File: config.mk
export PLATFORM = sky130hd
export DESIGN_NAME = tap_controller
export DESIGN_NICKNAME = d
export VERILOG_FILES = /design/src/rtl/tap_controller.sv
export SDC_FILE = /design/constraint.sdc
export NUM_CORES = 1
export LEC_CHECK = 0
export CAP_MARGIN = 10
export CELL_PAD_IN_SITES_DETAIL_PLACEMENT = 1
export CELL_PAD_IN_SITES_GLOBAL_PLACEMENT = 1
export CORE_AREA = 4 4 41 43
export DETAILED_ROUTE_END_ITERATION = 12
export DIE_AREA = 0 0 45 47
export PLACE_DENSITY_LB_ADDON = 0.1
export SYNTH_ARGS = -nofsm -noshare
export SYNTH_HDL_FRONTEND = slang
export SYNTH_SLANG_ARGS = --single-unit
File: constraint.sdc
create_clock -name TCLK -period 2.2 [get_ports TCLK]
set_input_delay 0.44 -clock TCLK [delete_from_list [all_inputs] [get_ports TCLK]]
set_output_delay 0.44 -clock TCLK [all_outputs]
set_load 0.01 [all_outputs]
File: src/rtl/tap_controller.sv
// IEEE 1149.1 TAP state machine: sequences IR/DR capture, shift and update strobes
// from TMS and produces a negedge-timed TDO output enable.
module tap_controller (
  input  logic       TCLK,
  input  logic       TRESETN,
  input  logic       TMS,
  output logic       CaptureIR,
  output logic       ShiftIR,
  output logic       UpdateIR,
  output logic       CaptureDR,
  output logic       ShiftDR,
  output logic       UpdateDR,
  output logic       TestLogicReset,
  output logic       RunTestIdle,
  output logic       SelectIR,
  output logic [3:0] State,
  output logic       TDO_EN
);

  typedef enum logic [3:0] {
    EX2DR   = 4'h0,
    EX1DR   = 4'h1,
    SHDR    = 4'h2,
    PAUSEDR = 4'h3,
    SELIR   = 4'h4,
    UPDDR   = 4'h5,
    CAPDR   = 4'h6,
    SELDR   = 4'h7,
    EX2IR   = 4'h8,
    EX1IR   = 4'h9,
    SHIR    = 4'hA,
    PAUSEIR = 4'hB,
    RTI     = 4'hC,
    UPDIR   = 4'hD,
    CAPIR   = 4'hE,
    TLR     = 4'hF
  } tapState_t;

  tapState_t curState, nxtState;

  always_ff @(posedge TCLK or negedge TRESETN) begin
    if (!TRESETN) curState <= TLR;
    else          curState <= nxtState;
  end

  always_comb begin
    nxtState = curState;
    case (curState)
      TLR:     nxtState = TMS ? TLR     : RTI;
      RTI:     nxtState = TMS ? SELDR   : RTI;
      SELDR:   nxtState = TMS ? SELIR   : CAPDR;
      CAPDR:   nxtState = TMS ? EX1DR   : SHDR;
      SHDR:    nxtState = TMS ? EX1DR   : SHDR;
      EX1DR:   nxtState = TMS ? UPDDR   : PAUSEDR;
      PAUSEDR: nxtState = TMS ? EX2DR   : PAUSEDR;
      EX2DR:   nxtState = TMS ? UPDDR   : SHDR;
      UPDDR:   nxtState = TMS ? SELDR   : RTI;
      SELIR:   nxtState = TMS ? TLR     : CAPIR;
      CAPIR:   nxtState = TMS ? EX1IR   : SHIR;
      SHIR:    nxtState = TMS ? EX1IR   : SHIR;
      EX1IR:   nxtState = TMS ? UPDIR   : PAUSEIR;
      PAUSEIR: nxtState = TMS ? EX2IR   : PAUSEIR;
      EX2IR:   nxtState = TMS ? UPDIR   : SHIR;
      UPDIR:   nxtState = TMS ? SELDR   : RTI;
      default: nxtState = TLR;
    endcase
  end

  // Pure state decode keeps every strobe free of any combinational TMS path.
  assign CaptureIR      = (curState == CAPIR);
  assign ShiftIR        = (curState == SHIR);
  assign UpdateIR       = (curState == UPDIR);
  assign CaptureDR      = (curState == CAPDR);
  assign ShiftDR        = (curState == SHDR);
  assign UpdateDR       = (curState == UPDDR);
  assign TestLogicReset = (curState == TLR);
  assign RunTestIdle    = (curState == RTI);
  assign SelectIR       = (curState == SELIR) || (curState == CAPIR) || (curState == SHIR) ||
                          (curState == EX1IR) || (curState == PAUSEIR) ||
                          (curState == EX2IR) || (curState == UPDIR);
  assign State          = curState;

  // Enable follows Shift residency half a cycle late so TDO changes on the falling edge.
  always_ff @(negedge TCLK or negedge TRESETN) begin
    if (!TRESETN) TDO_EN <= 1'b0;
    else          TDO_EN <= (curState == SHIR) || (curState == SHDR);
  end

endmodule

* Word-level counts from Yosys, hierarchy flattened
Cells that the tools add are included.
** Word-level totals
- Flip-flop bits (word level) :: 5
- Output and inout bits :: 14
- Bits of input ports :: 3
- Logic and storage cells :: 41
** Operators by class
- Reductions and logical operators :: 11
- Multiplexer cells :: 13
- Equality and inequality tests :: 15
** Operators by type and width (count)
- 4-bit one-hot mux with 12 select lines :: 1
- 4-bit equality test, second input constant :: 8
- 4-bit by 3-bit equality test with 1-bit output, second input constant :: 4
- 2-bit two-way mux :: 6
- 3-bit two-way mux :: 4
- 4-bit by 2-bit equality test with 1-bit output, second input constant :: 2
- 1-bit logical OR :: 7
- 4-bit by 1-bit equality test with 1-bit output, second input constant :: 1
- 4-bit zero test :: 1
- 4-bit two-way mux :: 1
- 2-bit OR reduction :: 2
- 3-bit OR reduction :: 1
- 1-bit two-way mux :: 1

* Longest topological paths before layout
- Depth in word-level cells :: 7
- Gate-level depth with buffers :: 4
- Gate-level depth less buffers :: 3

==> reports/metrics.csv <==
stage,metric,value,unit
clocking,clk sinks,5,
logic_synthesis,post-synthesis sequential area ratio,36.36,%
grt,met2 GRT Util,24.29,%
route,vias per inst,4.690,
timing,Layout Skew,12.43,ps
pwr,Lkg Pwr,0.0003214,uW
timing,final setup TNS,-121.7,ps
cells_and_area,Layout fillers,165,
placement,Detailed Place HPWL,778.8,um
route,DRT antenna net count,0,
clocking,CTS H-Tree Depth,1,
clocking,Inserted Clock Buffers,3,
timing,final worst setup slack,-121.7,ps
clocking,clock tree buffer depth,2,
grt,largest net degree at the start of global routing,10,
timing,Fin. Hold Viols,0,
route,vias after detailed routing,394,
cells_and_area,nets@finish,73,
outcome,failing checks,negative setup slack,
grt,Global Route Usage Sum,13.16,%
route,initial DRC count,2,
route,Remaining DRCs,0,
critical_path,"CP delay by family, top",flip-flops,
critical_path,worst reg2reg setup slack,140,ps
placement,IO buf count,16,
pwr,Pwr per Cell Area,1596,nW/um^2
critical_path,CP startpoint kind,flop,
cells_and_area,Ant. Diodes,0,
timing,count of final setup violators,1,
cells_and_area,Area Overhead vs Synth,72.03,%
floorplan,count of standard-cell rows,13,
logic_synthesis,Yosys top cell area share,29.37,%
grt,met3 Use GR,3.831,%
floorplan,Ports,17,
critical_path,Crit-path slowest cell,dfrtn_1,
critical_path,delay of the slowest critical-path stage,420,ps
cells_and_area,share of layout cells above drive strength 1,33.33,%
grt,most used routing layer in global routing,met2,
critical_path,CP Data Required Time,1760,ps
placement,gpl congestion,0.7567,
critical_path,CP Capture Type,output pin,
critical_path,crit-path cells,buf_6,
logic_synthesis,warnings from Yosys,0,
floorplan,chip height,47,um
flow_run,max-cap viol count,0,
grt,grt total ovfl,0,
critical_path,maximum fanout along the worst path,1,
grt,antenna violations before repair,0,
placement,placed instance count,69,
cells_and_area,"Cell Count, Final, Fillers Out",84,
timing,max_slew headroom,85.70,%
pwr,overall power,982.7,uW
logic_synthesis,syn_area_per_cell,8.728,sq um
route,total wire length,1149,um
route,Detailed Routing Iterations Pass 1,2,
logic_synthesis,Synth cell types,22,
grt,vias in the first global route,418,
floorplan,Die Wd,45,um
clocking,clk_lat worst skew,250,ps
floorplan,full die area,2115,sq um
route,Routed WL per cell,13.68,um
logic_synthesis,#FFs+latches synth,5,
clocking,CTS root buf,clkbuf_4,
grt,first-pass GRT wire length,1932,um
pwr,maximum vdd ir drop,697.0,uV
floorplan,core area,1301,sq um
clocking,TritonCTS clock tree,done,
outcome,status,"finished, violations left",
min_path,min-delay worst type,in -> async,
grt,met1 usage,13.33,%
critical_path,CP bufs+invs,1,
floorplan,Initial Util,27.50,%
critical_path,Worst Path Arrival,1880,ps
clocking,clock transition at the registers of the reported paths,40,ps
logic_synthesis,biggest area consumer among synthesized cells,dfstp_2,
critical_path,Crit Path Category,reg -> out,
timing,Worst-Margin Slew,213.8,ps
logic_synthesis,Mapped Cells,41,
timing,Slew Limit Fails,0,
logic_synthesis,"Cell Area, Synth",357.8,sq um
logic_synthesis,syn_nets,44,
logic_synthesis,Synth area leaders,"dfstp_2 29%, nor2_1 7.3%, dfrtn_1 7.0%",
timing,RSZ-0062 raised after global routing,true,
## layer usage
layer	routed length, um	vias to the layer above
li1	-	195
met2	634	11
met1	449	186
met4	11	0
met3	53	2
met5	0	-
## registers in the layout (all words and copies together) (netlist names)
signal	cells
TDO_EN	1
State	4
## synth_stat cells
master / number
a211oi_1: 1
a21oi_1: 1
a221o_1: 1
a22o_1: 1
a41oi_1: 1
and2b_1: 1
buf_2: 1
buf_6: 2
clkbuf_8: 1
dfrtn_1: 1
dfstp_2: 4
inv_1: 3
mux2_2: 1
mux2i_1: 1
nand2_1: 5
nand2_2: 1
nand2b_4: 1
nor2_1: 7
nor3_1: 3
o21ai_0: 2
o2bb2ai_1: 1
or2b_1: 1
## power by group
| part | leakage [uW] | internal [uW] | switching (uW) |
|---|---|---|---|
| logic | 0.000251 | 373 | 291 |
| clock network | 0.0000150 | 68.5 | 36.6 |
| registers | 0.0000557 | 161 | 52.7 |
## cell families after synthesis
| kind of cell | count (synthesis) | share of synthesized area (%) |
|---|---|---|
| buffers and inverters | 7 | 14.68 |
| muxes | 2 | 5.944 |
| and+or+nand+nor | 19 | 26.58 |
| AOI/OAI and AO/OA | 8 | 16.43 |
| DFF | 5 | 36.36 |
## worst paths after layout
kind,start,endpoint,cells after the start
min in group TCLK,State[2],State[0],2
max,TDO_EN,TDO_EN,1
min,TRESETN,State[3],1
max reg2reg,State[0],TDO_EN,3
min reg2reg,State[2],State[0],2
max in group asynchronous,TRESETN,TDO_EN,1
## placed cells by master (no fill, tap or decap), types with 2 or more instances in the layout
cell,count
buf_4,12
clkdlybuf4s50_1,11
nor2_1,7
nand2_1,5
dfstp_2,4
inv_1,3
nor3_1,3
clkbuf_4,3
o21ai_0,2
dlymetal6s2s_1,2
dlygate4sd2_1,2
## repair_timing
action                     4_1_cts  5_1_grt
setup endpoints to repair        8        6
hold buffers                     0        0
gates resized for setup          7        2
buffers inserted                 8        3
gates cloned                     0        0
## cell type report
class	count	area [sq um]	area share, %
clock buffers	4	26.28	4.268
inverters	3	11.26	1.829
multi-input cells	29	175.2	28.46
flip-flops and latches	5	130.1	21.14
well taps	15	18.77	3.049
repair buffers	28	254.0	41.26
## metrics by stage
stage	hold WS, ps	area [sq um]	setup WS [ps]	util, %
floorplan	292.2	357.8	103.4	-
global placement	567.4	503.0	-232.0	38.65
detailed placement	582.6	503.0	-281.6	38.65
CTS	646.6	588.1	-118.8	45.19
global route	677.4	615.6	-134.5	47.31
finish	639.3	615.6	-121.7	47.31
Power figures use the tool's default switching activity.
